`src/rtl/fb_scanout.sv`:
```
// fb_scanout: framebuffer row fetcher with a double-buffered line buffer.
// Fetches one row per line over a req/gnt-arbitrated framebuffer port and
// streams 1-bit pixels out of the front bank.
// Optional feature macro: SCANOUT_UNDERRUN_EN (sticky underrun detection).
module fb_scanout #(
    parameter int MAX_WORDS = 8,
    parameter int WORD_W    = 16
) (
    input  logic              clk,
    input  logic              reset,
    input  logic              hires,
    input  logic              line_start,
    input  logic [5:0]        line_y,
    input  logic              pix_en,
    input  logic [6:0]        pix_x,
    output logic              pixel,
    output logic              pixel_valid,
    output logic              fb_req,
    input  logic              fb_gnt,
    output logic [8:0]        fb_addr,
    output logic              fb_enable,
    input  logic [WORD_W-1:0] fb_out,
    output logic              busy,
    output logic              underrun
);

    localparam int IDX_W = $clog2(MAX_WORDS);
    localparam logic [IDX_W-1:0] LAST_HI = IDX_W'(MAX_WORDS - 1);
    localparam logic [IDX_W-1:0] LAST_LO = IDX_W'(MAX_WORDS / 2 - 1);

    typedef enum logic [1:0] {IDLE, REQ, FETCH, DONE} state_t;

    state_t           state_reg, state_next;
    logic             front_reg, front_next;
    logic             hires_reg, hires_next;
    logic [8:0]       base_reg, base_next;
    logic [IDX_W-1:0] cur_idx_reg, cur_idx_next;
    logic [IDX_W-1:0] cap_idx_reg, cap_idx_next;
    logic             rd_pending_reg, rd_pending_next;
    logic             fb_req_next, fb_enable_next, busy_next;
    logic [8:0]       fb_addr_next;

    logic             final_cap;
    logic             cap_en;
    logic [IDX_W-1:0] last_idx;
    logic [IDX_W-1:0] idx_inc;

    // Two banks of row words; bank index front_reg is displayed, the other is filled.
    logic [WORD_W-1:0] bank_mem [0:1][0:MAX_WORDS-1];

    // The read issued last cycle returns data on fb_out this cycle.
    assign cap_en    = (state_reg == FETCH) && rd_pending_reg;
    // All addresses issued and the last word is arriving now.
    assign final_cap = cap_en && !fb_enable_reg_q();
    assign last_idx  = hires_reg ? LAST_HI : LAST_LO;
    assign idx_inc   = cur_idx_reg + 1'b1;

    function automatic logic fb_enable_reg_q();
        return fb_enable;
    endfunction

    // Next-state and next-output logic for the fetch FSM.
    always_comb begin
        state_next      = state_reg;
        front_next      = front_reg;
        hires_next      = hires_reg;
        base_next       = base_reg;
        cur_idx_next    = cur_idx_reg;
        cap_idx_next    = cap_idx_reg;
        rd_pending_next = 1'b0;
        fb_req_next     = fb_req;
        fb_enable_next  = 1'b0;
        fb_addr_next    = fb_addr;
        busy_next       = busy;

        case (state_reg)
            IDLE, DONE: begin
                state_next  = IDLE;
                fb_req_next = 1'b0;
                busy_next   = 1'b0;
            end
            REQ: begin
                if (fb_gnt) begin
                    state_next     = FETCH;
                    fb_enable_next = 1'b1;
                    fb_addr_next   = base_reg;
                    cur_idx_next   = '0;
                end
            end
            FETCH: begin
                if (final_cap) begin
                    state_next  = DONE;
                    fb_req_next = 1'b0;
                    busy_next   = 1'b0;
                end else if (fb_enable && !fb_gnt) begin
                    // Grant lost mid-row: drop the in-flight read and start over.
                    state_next   = REQ;
                    cur_idx_next = '0;
                end else if (fb_enable) begin
                    rd_pending_next = 1'b1;
                    cap_idx_next    = cur_idx_reg;
                    if (cur_idx_reg != last_idx) begin
                        fb_enable_next = 1'b1;
                        cur_idx_next   = idx_inc;
                        fb_addr_next   = base_reg + 9'(idx_inc);
                    end
                end
            end
            default: state_next = IDLE;
        endcase

        // A new line always wins: swap banks and fetch the new row from scratch.
        // When it coincides with the final capture, that capture still lands
        // in the bank that becomes front at the same edge.
        if (line_start) begin
            state_next      = REQ;
            front_next      = !front_reg;
            hires_next      = hires;
            base_next       = hires ? {line_y, 3'b000} : {2'b00, line_y[4:0], 2'b00};
            cur_idx_next    = '0;
            rd_pending_next = 1'b0;
            fb_req_next     = 1'b1;
            fb_enable_next  = 1'b0;
            busy_next       = 1'b1;
        end
    end

    // FSM state and registered port outputs.
    always_ff @(posedge clk) begin
        if (reset) begin
            state_reg      <= IDLE;
            front_reg      <= 1'b0;
            hires_reg      <= 1'b0;
            base_reg       <= '0;
            cur_idx_reg    <= '0;
            cap_idx_reg    <= '0;
            rd_pending_reg <= 1'b0;
            fb_req         <= 1'b0;
            fb_enable      <= 1'b0;
            fb_addr        <= '0;
            busy           <= 1'b0;
        end else begin
            state_reg      <= state_next;
            front_reg      <= front_next;
            hires_reg      <= hires_next;
            base_reg       <= base_next;
            cur_idx_reg    <= cur_idx_next;
            cap_idx_reg    <= cap_idx_next;
            rd_pending_reg <= rd_pending_next;
            fb_req         <= fb_req_next;
            fb_enable      <= fb_enable_next;
            fb_addr        <= fb_addr_next;
            busy           <= busy_next;
        end
    end

    // Capture returning words into the back bank; reset clears both banks.
    always_ff @(posedge clk) begin
        if (reset) begin
            for (int b = 0; b < 2; b++) begin
                for (int w = 0; w < MAX_WORDS; w++) begin
                    bank_mem[b][w] <= '0;
                end
            end
        end else if (cap_en) begin
            bank_mem[!front_reg][cap_idx_reg] <= fb_out;
        end
    end

    // Pixel lookup from the front bank; MSB of each word is the leftmost pixel.
    always_ff @(posedge clk) begin
        if (reset) begin
            pixel       <= 1'b0;
            pixel_valid <= 1'b0;
        end else begin
            pixel_valid <= pix_en;
            if (pix_en) begin
                if (!hires_reg && pix_x[6]) begin
                    pixel <= 1'b0;
                end else begin
                    pixel <= bank_mem[front_reg][pix_x[6:4]][~pix_x[3:0]];
                end
            end
        end
    end

`ifdef SCANOUT_UNDERRUN_EN
    logic early_line;
    // A new line arriving before the row finished means the display shows a stale row.
    assign early_line = line_start && ((state_reg == REQ) || ((state_reg == FETCH) && !final_cap));

    // Sticky underrun flag, cleared only by reset.
    always_ff @(posedge clk) begin
        if (reset) begin
            underrun <= 1'b0;
        end else if (early_line) begin
            underrun <= 1'b1;
        end
    end
`else
    assign underrun = 1'b0;
`endif

endmodule

```
`config.mk`:
```
export PLATFORM = sky130hd
export DESIGN_NAME = fb_scanout
export DESIGN_NICKNAME = d
export VERILOG_FILES = /design/src/rtl/fb_scanout.sv
export SDC_FILE = /design/constraint.sdc
export NUM_CORES = 1
export LEC_CHECK = 0
export ABC_AREA = 0
export CAP_MARGIN = 20
export CORE_MARGIN = 3
export CORE_UTILIZATION = 30
export DETAILED_ROUTE_END_ITERATION = 8
export SYNTH_ARGS = -nofsm -noshare
export SYNTH_HDL_FRONTEND = slang
export SYNTH_SLANG_ARGS = --single-unit
```
`constraint.sdc`:
```
create_clock -name clk -period 5.3 [get_ports clk]
set_clock_uncertainty 0.05 [all_clocks]
set_input_delay 0.53 -clock clk [delete_from_list [all_inputs] [get_ports clk]]
set_output_delay 0.53 -clock clk [all_outputs]
set_load 0.05 [all_outputs]
```
== Word level (Yosys, flattened, before mapping) ==
Memories as Yosys holds them, arrays and structs flattened. A register that Yosys moved wholly into a read port is not among the register bits.
Cells that the tools add are included.

* Bits in registers: 33
* Memory bits (writable): 256
* Input port bits: 35
* Output and inout port bits: 15
* Word-level logic and storage cells: 110
* Memories: 1

* $add $sub $neg: 2
* Order comparisons: 4
* Equal/unequal tests: 15
* Mux-type cells: 47
* Bitwise gates (word level): 6
* Reduce and logical (&&, ||, !) cells: 22

{| class="wikitable"
|+ Memories
! memory !! words !! width !! read ports !! clocked after Yosys merged registers in !! write ports !! RTL line !! source
|-
| bank_mem || 2 || 128 || 1 || 1 || 2 || 49 || <nowiki>logic [WORD_W-1:0] bank_mem [0:1][0:MAX_WORDS-1];</nowiki>
|}

{| class="wikitable"
|+ Operators by type and width
! operator !! count
|-
| 128-bit 2-to-1 mux || 3
|-
| 128-bit OR reduction || 1
|-
| 9-bit 2-to-1 mux || 6
|-
| 16-bit binary-select mux with 3-bit select || 1
|-
| 16-bit demux with 3-bit select || 1
|-
| 16-bit 2-to-1 mux || 3
|-
| 1-bit 2-to-1 mux || 18
|-
| 3-bit 2-to-1 mux || 6
|-
| 9-bit one-hot mux with 2 select lines || 1
|-
| 9-bit by 3-bit adder with 9-bit output || 1
|-
| 4-bit greater-or-equal comparator (second input constant) || 2
|-
| 2-bit != test (second input constant) || 4
|-
| 3-bit inverter with 4-bit output || 2
|-
| 2-bit 2-to-1 mux || 3
|-
| 3-bit by 2-bit != test with 1-bit output (second input constant) || 2
|-
| 3-bit != test (second input constant) || 2
|-
| 2-bit one-hot mux with 3 select lines || 1
|-
| 3-bit one-hot mux with 2 select lines || 1
|-
| 2-bit AND reduction || 3
|-
| 6-bit AND reduction || 1
|-
| 1-bit logical AND || 5
|-
| 4-bit by 5-bit < comparator with 1-bit output (second input constant) || 1
|-
| 5-bit AND reduction || 1
|-
| 5-bit OR reduction || 1
|-
| 18 further kinds || 26
|}

== Logic depth before layout (Yosys ltp) ==
Gate-level depths: netlist (run 1).

* Depth in word-level cells: 8
* Depth in mapped cells: 10
* Depth with buffers taken out: 8

== Worst setup path after synthesis (run 1) ==
Ideal clock, no wire load.

* Path kind: register to register
* Start point: reg state_reg[0]
* End point: mem bank_mem[1][48] (netlist name) (enable)
* Library setup time: 0.435 ns
* Arrival time: 2.522 ns
* Required time: 4.815 ns
* Setup slack: 2.293 ns
* Stages on the path, launching flop included: 5
* Path buffers: 0
* Period minus slack after synthesis: 3.007 ns
* Cells stage by stage: dfxtp_1 inv_1 ha_1 nand2_1 o41ai_1

{| class="wikitable"
|+ RTL lines
! element !! RTL line !! source
|-
| start: declaration || 33 || <nowiki>state_t state_reg, state_next;</nowiki>
|-
| start signal: assignment || 143 || <nowiki>state_reg <= state_next;</nowiki>
|-
| end: declaration || 49 ||
|}

==> results of run 1 <==
[worst min-delay path, delay by kind of cell, from the launching register on]
family | cells | cell delay (ns)
AO/OA/AOI/OAI | 1 | 0.05
flip-flops | 1 | 0.32
AND/OR/NAND/NOR | 1 | 0.06
[cell usage after synthesis (all sizes together), types with 2 or more instances]
| cell type | n |
|---|---|
| inv | 11 |
| ha | 5 |
| nand2b | 5 |
| a211oi | 13 |
| mux2 | 2 |
| nand2 | 28 |
| a311oi | 4 |
| nand3 | 16 |
| and3 | 16 |
| mux4 | 52 |
| nand3b | 4 |
| xor2 | 4 |
| nor2b | 7 |
| clkbuf | 21 |
| nor4 | 2 |
| buf | 24 |
| o21ai | 22 |
| o41ai | 4 |
| and2 | 144 |
| a2111oi | 3 |
| a22oi | 9 |
| o2111ai | 3 |
| nor3 | 8 |
| or2 | 2 |
| mux2i | 36 |
| nor2 | 47 |
| dfxtp | 32 |
| o221ai | 3 |
| nand4 | 5 |
| a21oi | 20 |
| a31oi | 3 |
| o22ai | 3 |
| edfxtp | 256 |
| xnor2 | 4 |
[final timing paths]
| path | from | end | slack, ns | depth (start not counted) |
|---|---|---|---|---|
| worst max-delay path | state_reg[0] | bank_mem[0][10] | 1.76 | 6 |
| worst max register to register | state_reg[0] | bank_mem[0][10] | 1.76 | 6 |
| worst min register to register | base_reg[8] | base_reg[8] | 0.43 | 2 |
| worst min-delay path | base_reg[8] | base_reg[8] | 0.43 | 2 |
[cells in the final DEF (no fill, tap or decap), types with 4 or more instances in the layout]
master           instances
nand3_1                 15
and2_1                 144
clkbuf_16               35
mux4_2                  52
nor2b_1                  7
dfxtp_1                 31
nor2_1                  46
clkbuf_1                 6
nand4_1                  5
a22oi_1                  9
clkdlybuf4s50_1         47
a21oi_1                 20
ha_1                     5
inv_1                   10
nand2b_1                 5
nand2_1                 28
xnor2_1                  4
and3_1                  16
o21ai_2                  9
buf_4                   26
clkinv_1                 4
edfxtp_1               256
a211oi_1                13
xor2_1                   4
nor3_1                   4
clkinv_2                 6
mux2i_1                 36
nand3b_1                 4
nor3_2                   4
o21ai_0                 10
[kinds of logic (layout without fill, tap and decap cells)]
| family | after synthesis | in the layout | share of synthesized area, % |
|---|---|---|---|
| fa+ha+maj | 5 | 5 | 0.495 |
| flops | 288 | 288 | 65.9 |
| other cells | 1 | 1 | 0.0297 |
| simple gates | 289 | 289 | 12.9 |
| mux | 90 | 90 | 12.3 |
| buf+inv | 56 | 149 | 2.69 |
| compound gates | 97 | 97 | 5.19 |
| xor+xnor | 8 | 8 | 0.554 |
[through the flow]
step	power, mW	cells	instance area, um^2	utilization [%]	hold WS, ns
after floorplan	2.89	834	12600	-	0.398
after global placement	3.05	1394	13800	33.4	0.416
after detailed placement	3.06	1396	13800	33.5	0.422
after CTS	5.38	1457	14900	36.2	0.434
after global routing	5.52	1459	14900	36.2	0.458
final	5.33	1459	14900	36.2	0.428
[cell type report]
| type | count | area share [%] |
|---|---|---|
| inverters | 11 | 0.276 |
| clock buffers | 42 | 6.11 |
| multi-input cells | 490 | 27.1 |
| flip-flops and latches | 288 | 55.8 |
| well taps | 532 | 4.46 |
| clock inverters | 19 | 1.31 |
| repair buffers | 77 | 4.92 |
[routing by layer]
metal | GRT usage (%) | vias to the layer above | share of wire [%] | wire length [um]
li1 | - | 3325 | - | -
met1 | 20.1 | 3793 | 44 | 14500
met2 | 24.6 | 209 | 48 | 15800
met3 | 3.29 | 47 | 6.0 | 1980
met4 | 3.07 | 4 | 1.5 | 481
met5 | 0 | - | 0.082 | 27
[where the power goes]
group,switching (mW),internal (mW)
registers,0.0484,2.55
logic,0.240,0.168
clock network,0.942,1.38
==> impl_metrics.toml, run 1 <==
[placement]
hpwl_mm = 20.5
place_ws_ns = 1.68
buffer_ports.inserted = 48
place.gp.congestion = 0.816

[worst_setup_path]
critPathKind = "flop to flop"
cp_top_family = "simple AND/OR/NAND/NOR gates"
crit_buf_inv = 1
crit_arrival_ns = 3.61
critPathSlowestCell = "o21ai_2"
worstPathRequired_ns = 5.38
critical_path.cell_chain = "inv_1 -> ha_1 -> nand2_1 -> nor2_2 -> nand3_1 -> o21ai_2"
path_max_fanout = 16
critPathCaptureType = "flop"
crit_path_start_kind = "flop"
cpPeakStageDelay_ns = 0.99

[global_route]
grt_max_degree = 40
grt_antenna_before_repair = 2
grt_pass1_vias = 7681
gr-total-overflow = 0
grt_pass1_wl_mm = 49.3
grt_usage_pct = 14.8

[yosys]
yosys.area.top_type_share_pct = 60.8
synth_ff_type = "edfxtp_1"
syn-cell-area_um2 = 12600
syn_avg_cell_area_um2 = 15.2
yosysWarnings = 0
synthCells = 834
synth_fp_nets = 874
async_flop_share_pct = 0
synth_area_leaders = "edfxtp_1 (61%), mux4_2 (9.3%), and2_1 (7.1%)"
synth-seq-area-share_pct = 65.9
synth_edf_count = 256
synth_seq_cells = 288
synth_area_leader_cell = "edfxtp_1"
yosys.cell_types.count = 62

[detailed_routing]
wl_mm = 32.8
ant_nets = 0
drtIter0Drc = 642
drtPass1Iterations = 4
wl_per_cell_um = 22.5
vias = 7378
drc_errors = 0
vias_per_cell = 5.06

[clocking]
hold_buffers = 0
clkLatencyLatePin_ns = 0.51
cts_buffers = 34
postCtsSetupBuffers = 0
cts_resized = 0
path_clk_slew_ns = 0.06
numClockSinks = 288
cts_root_buffer = "clkbuf_16"
cts_tree = "done"
htreeDepth = 2
clockBufferDepth = 3

[sta]
setup_tns_ns = 0
fin_ws_ns = 1.76
hold_viol = 0
worst_pin_slew_ns = 1.13
max_freq_ghz = 0.283
fin_crit_sh_pct = 66.7
setup_viol = 0
drv_slew = 0
fin_crit_ns = 3.54
rsz0062_at_grt = "false"
slew_headroom_pct = 24.5

[run]
cap_violations = 0

[floorplan]
row_count = 74
die_w_um = 211
pin_count = 50
die-area_um2 = 44700
initial_core_util_pct = 30.7
core_um2 = 41200
die_height_um = 211

[hold_path]
hold_class = "flop to flop"

[layout]
final_nets = 942
multiInputGateArea_um2 = 4050
ff_latch_area_um2 = 8330
n_antenna_cell = 0
fillerInstances = 3830
drive_above_1_share_pct = 17.3
largest_reg_flops = 256
synthToLayoutAreaGrowth_pct = 18.1

[status]
outcome = "finished, final reports clean"

[power]
leakage_nw = 5.22
cellPowerDensity_nw_per_um2 = 357
ir_drop_mv = 0.177
(Power assumes the default switching activity.)
==> run 2: changes to the inputs <==
Clock period 5.3 ns to 3.14 ns, I/O delays scaled along.
==> run 2 against run 1 <==
Against the previous run: critical path type unchanged; critical endpoint is now pixel; largest cell class unchanged; total power grew 63%; register-to-register slack lost 1.3 ns; via count grew 1.2%; die area is the same; clock-buffer cell count shrank 8; fmax grew 34%; final cell count grew 0.41%; design area shrank 0.21%; first-iteration DRC count grew 18%; flip-flop and latch count is the same; wire length grew 2.5%.
==> impl_metrics.toml, run 2 (synthesized netlist as in run 1, its figures left out) <==
[sta]
max_freq_ghz = 0.380
rsz0062_at_grt = "false"
slew_headroom_pct = 42.6
drv_slew = 0
fin_crit_ns = 2.63
setup_tns_ns = 0
fin_crit_sh_pct = 83.8
setup_viol = 0
hold_viol = 0
hold_slack_ns = 0.312
worst_pin_slew_ns = 0.861

[floorplan]
die_w_um = 211
die-area_um2 = 44700
core_um2 = 41200
die_height_um = 211
row_count = 74
initial_core_util_pct = 30.7
pin_count = 50

[global_route]
grt_max_degree = 34
grt_pass1_vias = 7624
grt_antenna_before_repair = 2
grt_usage_pct = 15.1
grt_pass1_wl_mm = 50.4
gr-total-overflow = 0

[worst_setup_path]
reg2reg_depth = 8
critical_path.cell_chain = "buf_12 -> buf_4 -> and2b_1 -> a22oi_1 -> nand3_1 -> o2111ai_1 -> o31a_1 -> a311oi_2"
cp_top_family = "compound AO/OA/AOI/OAI gates"
critPathKind = "flop to flop"
cpPeakStageDelay_ns = 0.55
critPathSlowestCell = "dfxtp_4"
r2r-end = "pixel"
path_max_fanout = 21
crit_buf_inv = 2
crit_path_start_kind = "flop"
critPathCaptureType = "flop"
rrSetupSlack_ns = 0.51
worstPathRequired_ns = 3.58
crit_arrival_ns = 3.08

[detailed_routing]
drtIter0Drc = 759
wl_mm = 33.6
ant_nets = 0
vias_per_cell = 5.10
wl_per_cell_um = 22.9
drc_errors = 0
vias = 7465
drtPass1Iterations = 5

[layout]
fillerInstances = 3864
layout_commonest_cell = "edfxtp_1"
fin_util_pct = 36.2
largest_reg_flops = 256
synthToLayoutAreaGrowth_pct = 17.8
drive_above_1_share_pct = 17.4
final_cell_mix = "edfxtp_1 (256), and2_1 (144), mux4_2 (52)"
final_nets = 949

[clocking]
postCtsSetupBuffers = 0
cts_tree = "done"
htreeDepth = 1
clkLatencyLatePin_ns = 0.58
hold_buffers = 0
clockBufferDepth = 3
cts_buffers = 29
cts_root_buffer = "clkbuf_16"
numClockSinks = 288
path_clk_slew_ns = 0.06
cts_resized = 0

[power]
ir_drop_mv = 0.392
p_total_mw = 8.70
leakage_nw = 5.21
cellPowerDensity_nw_per_um2 = 584

[hold_path]
hold_class = "input pin to flop"
whs_endpoint = "base_reg[8]"
worstHoldStart = "line_y[5]"
whs_path_depth = 3

[placement]
hpwl_mm = 21.5
place.gp.congestion = 0.840
buffer_ports.inserted = 48

[run]
cap_violations = 0

[status]
outcome = "finished, final reports clean"
==> run 2: changes by cell type in the layout (fill, tap and decap cells not counted), sizes merged <==
cell	change
buf	+12
bufinv	+2
clkbuf	-8
clkinv	+1
clkinvlp	-1
diode	+1
inv	-1
==> run 2: cell type report <==
class                      instances  area, um^2  share of cell area, %
antenna                            1        2.50                 0.0168
clock buffer                      34         744                   5.00
clock inverter                    20         233                   1.56
inverter                          11        41.3                  0.277
multi-input combinational        490        4050                   27.2
sequential                       288        8330                   55.9
tap                              532         666                   4.47
timing repair buffer              89         831                   5.57
==> run 2: report_power, final <==
| group | switching, mW | leakage, nW | total (mW) | internal (mW) |
|---|---|---|---|---|
| Clock | 1.49 | 0.472 | 3.60 | 2.11 |
| Combinational | 0.428 | 1.92 | 0.724 | 0.295 |
| Sequential | 0.0664 | 2.82 | 4.37 | 4.31 |
==> run 2: per-layer routing <==
metal | GRT usage, % | vias up | routed length [um]
met2 | 23.7 | 256 | 15500
li1 | - | 3345 | -
met3 | 2.98 | 52 | 2360
met5 | 0 | - | 0
met4 | 2.68 | 0 | 669
met1 | 22.1 | 3812 | 15000
==> run 2: stage by stage <==
stage | cell area (um^2) | instances | setup WS [ns]
detailed placement | 13900 | 1410 | 0.333
floorplan | 12600 | 834 | 0.133
finish | 14900 | 1465 | 0.507
CTS | 14900 | 1464 | 0.481
global route | 14900 | 1464 | 0.335
global placement | 13900 | 1409 | 0.290
==> run 2: worst max path at each step <==
stage	slack (ns)	cells after the start	endpoint
final	0.51	8	pixel
after global routing	0.34	8	pixel
after CTS	0.48	8	pixel
after detailed placement	0.33	8	pixel
after global placement	0.29	7	pixel
after floorplan	0.13	4	bank_mem[1][48]
==> run 2: worst register-to-register path: cells and delay by family, from the launching register on <==
family | cells | cell delay (ns)
buffers and inverters | 2 | 0.59
AND/OR/NAND/NOR | 2 | 0.54
AO/OA/AOI/OAI | 4 | 0.84
flip-flops | 1 | 0.55
==> run 3: changes to the inputs <==
Clock period 3.14 ns to 2.2 ns, I/O delays scaled along.
==> run 3 against run 2 <==
Against the previous run: setup slack worse by 0.49 ns; sequential power is 43% higher; clock power is 35% higher; via count is 3.9% higher; hold slack worse by 0.093 ns; register-to-register slack worse by 0.49 ns; non-clock buffer count is 76 higher; critical path depth is 1 higher; clock-buffer cell count stayed put; first-iteration DRC count is 27% lower; design area is 6.2% higher; highest routed layer is now met5.
==> impl_metrics.toml, run 3 (synthesized netlist as in run 1, its figures left out) <==
[power]
combPwrFrac_pct = 10.4
clkPwrFrac_pct = 39.2
switching_share_pct = 22.9
ir_drop_mv = 0.633
seq_power_share_pct = 50.4
p_switching_mw = 2.82
p_total_mw = 12.4
internal_power_mw = 9.53
cellPowerDensity_nw_per_um2 = 780
leakage_nw = 5.69

[global_route]
grt_pass1_vias = 8116
grt_antenna_before_repair = 2
gr-total-overflow = 0
grt_usage_pct = 15.6
grt_max_degree = 34
grt_pass1_wl_mm = 52.1

[placement]
dp_cells = 1479
hpwl_mm = 22.5
buffer_ports.inserted = 48
place.gp.congestion = 0.819
place_area_um2 = 14700

[floorplan]
core_um2 = 41200
initial_core_util_pct = 30.7
die-area_um2 = 44700
pin_count = 50
die_height_um = 211
row_count = 74
die_w_um = 211

[sta]
fin_crit_ns = 2.19
worst_pin_slew_ns = 0.587
slew_headroom_pct = 60.8
max_freq_ghz = 0.457
fin_crit_sh_pct = 99.4
setup_viol = 0
rsz0062_at_grt = "true"
drv_slew = 0
setup_tns_ns = 0
hold_viol = 0

[detailed_routing]
drtIter0Drc = 553
ant_nets = 0
vias = 7754
vias_per_cell = 5.04
wl_mm = 34.4
wl_per_cell_um = 22.4
drc_errors = 0
drtPass1Iterations = 5

[layout]
final_cell_mix = "edfxtp_1 (256), and2_1 (144), buf_4 (87)"
largest_reg_flops = 256
n_antenna_cell = 0
layout_commonest_cell = "edfxtp_1"
fin_area_um2 = 15800
final_nets = 1026
drive_above_1_share_pct = 24.7
fin_cells = 1539
synthToLayoutAreaGrowth_pct = 25.2

[hold_path]
whs_endpoint = "base_reg[8]"
hold_class = "input pin to flop"
whs_path_depth = 3
worstHoldStart = "line_y[5]"

[worst_setup_path]
path_max_fanout = 15
r2r-end = "pixel"
crit_path_start_kind = "flop"
worstPathRequired_ns = 2.62
crit_arrival_ns = 2.61
critPathKind = "flop to flop"
rrSetupSlack_ns = 0.01
reg2reg_depth = 9
critPathCaptureType = "flop"

[clocking]
clkLatencyLatePin_ns = 0.55
path_clk_slew_ns = 0.06
hold_buffers = 0
htreeDepth = 1
cts_tree = "done"
cts_buffers = 30
clockBufferDepth = 3
cts_root_buffer = "clkbuf_16"
numClockSinks = 288

[run]
cap_violations = 0

[status]
outcome = "finished, final reports clean"
[run 3: cell count changes in the layout (fill, tap and decap cells not counted), moves of 3 or more]
cell       change
a22oi_1        -3
buf_6          +5
a22oi_2        +3
o41ai_4        +3
bufinv_16      -3
buf_4         +49
buf_12        +23
[run 3: what timing repair did]
item                                    4_1_cts  5_1_grt
endpoints found under the setup margin        1        5
gates resized for setup                       8       13
setup buffers                                 7        0
pin swaps                                     2        4
[run 3: metrics by stage]
step                utilization, %  worst slack (ns)  hold WS [ns]
floorplan                        -            -0.239         0.253
global placement              35.8            -0.284         0.418
detailed placement            35.8            -0.271         0.420
CTS                           38.3           -0.0258         0.201
global route                  38.4           -0.0774         0.245
finish                        38.4            0.0135         0.219
[run 3: worst max-delay path by stage]
stage | depth (start not counted) | to | slack [ns]
2_1_floorplan | 6 | bank_mem[0][32] | -0.24
3_3_place_gp | 8 | pixel | -0.28
3_5_place_dp | 8 | pixel | -0.27
4_1_cts | 9 | pixel | -0.03
5_1_grt | 9 | pixel | -0.08
6_report | 9 | pixel | 0.01
[run 3: power groups by stage]
stage	registers (mW)	clock network, mW	logic [mW]
global placement	6.34	0	1.21
finish	6.23	4.85	1.28
global route	6.24	5.15	1.36
CTS	6.23	4.92	1.27
detailed placement	6.35	0	1.22
floorplan	6.36	0	0.616
[run 3: critical path, stage by stage, from the launching register on]
cell and delay, ns:
dfxtp_4 0.36, buf_12 0.13, buf_6 0.16, buf_4 0.16
nor2_1 0.36, a22oi_1 0.13, nand3_1 0.12, o2111ai_1 0.14
o31a_1 0.32, a311oi_2 0.18
[run 3: layout make-up]
class                   count  area, um^2
flip-flops and latches    288        8330
clock inverters            19         148
clock buffers              34         787
repair buffers            165        1700
well taps                 532         666
multi-input cells         490        4160
fillers                  3772       25400
inverters                  11        41.3
[run 3: routing by layer]
metal	part of all wire (%)	track usage, %
met3	7.2	2.52
met4	2.2	3.53
met2	49	26.3
met1	42	21.3
met5	0.026	0
==> edit (config.mk and constraints of run 2) <==
The option `SCANOUT_UNDERRUN_EN` is turned on by a define.
--- a/src/rtl/fb_scanout.sv
+++ b/src/rtl/fb_scanout.sv
@@ -4,2 +4,4 @@
 // Optional feature macro: SCANOUT_UNDERRUN_EN (sticky underrun detection).
+`define SCANOUT_UNDERRUN_EN
+
 module fb_scanout #(
Check against the original RTL: not equivalent (a bounded check fails within 4 cycles, from zero or initial values and one cycle with reset high).
==> edit against run 2 <==
  * Cell area grew 1.4%
  * Critical path type unchanged
  * Area after synthesis grew 1.2%
  * Non-clock buffer count grew 14
  * Worst setup slack gained 33 ps
  * Wire length grew 4.8%
  * Power grew 0.41%
  * Sequential cell count grew 1
  * Critical path depth shrank 1
==> edit: results (changes against run 2) <==
Placement
  – GP Congestion: 0.839 (-0.12%)
  – Placed Area: 14,100 um2 (+1.3%)
  – Placed Cells: 1,461 (+3.6%)
  – Number of port buffers: 49 (+2.1%)
  – Hpwl dp: 22.0 mm (+2.2%)
  – Post-Place Worst Slack: 363 ps (+29.4 ps)

Cells and area
  – Final nets: 995 (+4.8%)
  – # fillers: 4,033 (+4.4%)
  – Max reg flops: 256 (unchanged)
  – Share of cells above drive strength 1: 15.6% (-1.8 points)
  – N_diodes: 0 (-1)
  – Area of the multi-input gates: 4040 um2 (-0.37%)

Logic synthesis
  – Sequential area share after synthesis: 65.3% (-0.60 points)
  – Ys flop type: edfxtp_1
  – Synth cell types: 58 (-6.5%)
  – Most instantiated cells after synthesis: edfxtp_1, and2_1, nor2_1
  – Post-synth EDFFs: 256 (unchanged)
  – Syn nets: 910 (+4.1%)
  – Gate count of the mapped netlist: 870 (+4.3%)
  – Post-synth ARST share: 0% (unchanged)
  – Synthesis warning total: 0 (unchanged)
  – Synth top area cells: edfxtp_1, and2_1, dfxtp_1

Clock tree
  – Setup fix buffers added after clock tree synthesis: 0 (unchanged)
  – Post-CTS Resized: 0 (unchanged)
  – CTS clk-pin slew, worst paths: 60 ps (about the same)
  – CTS Root Buffer Type: clkbuf_16
  – H-tree levels: 1 (unchanged)
  – Clk Latency, worst-skew pair: 570 ps
  – CTS Buffer Depth: 3 (unchanged)
  – Num CTS Buffers: 31 (+6.9%)

Global route
  – Met3 Use GR: 3.84% (+0.86 points)
  – Initial antenna violation count: 5 (+3)
  – Largest net degree at the start of global routing: 36 (+5.9%)
  – Total GRT Usage: 15.6% (+0.54 points)
  – Met2 GRT Util: 24.2% (+0.50 points)
  – First-pass GRT wire length: 51.7 mm (+2.6%)
  – Met1 GRT Util: 22.2% (about the same)

Detailed routing
  – M1 WL: 15.3 mm (+1.5%)
  – Top sig layer: met5
  – Post-Route WL: 35.2 mm (+4.8%)
  – Drt first-iter violations: 848 (+12%)
  – DR WL met2: 16.0 mm (+3.1%)
  – Via count: 7,812 (+4.6%)
  – DR vias/cell: 5.15 (+0.99%)
  – Pre-antenna DRT Iters: 5 (unchanged)
  – Metal3 WL: 3.01 mm (+27%)

Power
  – Worst VDD drop: 423 uV (+7.9%)
  – Lkg Pwr: 5.39 nW (+3.4%)
  – Internal power: 0.00670 W (-0.23%)

Critical path
  – CP peak stage delay: 540 ps
  – CP arrival: 3050 ps (-30 ps)
  – Slowest-stage cell, CP: buf_4
  – Crit-path max FO: 35 (+67%)

Min path
  – Hold Crit Class: in -> reg

Status
  – Status: finished, final reports clean

Timing
  – Least-Margin Pin Slew: 949 ps (+88.0 ps)
==> edit: cell count changes in the layout (fill, tap and decap cells not counted), moves of 12 or more <==
cell,before,now
mux4_1,0,21
nor2_1,46,82
nand2_1,28,46
and2_1,144,112
and3_1,16,1
mux2i_1,36,58
buf_4,38,50
mux4_2,52,23
inv_1,10,27
==> edit: worst max-delay path, delay by kind of cell, from the launching register on <==
family / cells / cell delay [ps]
mux: 1 / 430
simple gates: 1 / 510
buf+inv: 1 / 540
flops: 1 / 380
compound gates: 4 / 580
==> edit: final timing paths <==
kind / from / end / slack [ps] / cells past startpoint
worst min register to register: fb_addr[1]$_SDFFE_PP0P_ / fb_addr[1]$_SDFFE_PP0P_ / 420 / 2
worst max-delay path: register / pixel$_SDFFE_PP0P_ / 540 / 7
worst min-delay path: line_y[5] / base_reg[8]$_SDFFE_PP0P_ / 280 / 3
worst max register to register: register / pixel$_SDFFE_PP0P_ / 540 / 7
==> edit: cells by family (layout without fill, tap and decap cells) <==
group	after synthesis	after routing	synth area share, %
AO/OA/AOI/OAI	94	94	4.95
buffers and inverters	79	188	3.71
adder cells (fa/ha/maj)	5	5	0.489
AND/OR/NAND/NOR	289	289	11.8
XOR/XNOR	8	8	0.548
flip-flops	289	289	65.3
multiplexers	106	106	13.3
==> edit: power groups by stage <==
stage	clock network, W	registers (W)	logic [W]
after detailed placement	0	0.00446	0.000759
after global routing	0.00380	0.00440	0.000799
after floorplan	0	0.00447	0.000449
after CTS	0.00364	0.00438	0.000762
after global placement	0	0.00446	0.000757
final	0.00359	0.00438	0.000756
==> edit: layout make-up <==
type,instances,share of cell area [%]
inverters,28,0.696
flip-flops and latches,289,55.3
well taps,539,4.46
repair buffers,103,6.23
clock inverters,23,1.37
multi-input cells,502,26.7
clock buffers,34,5.21
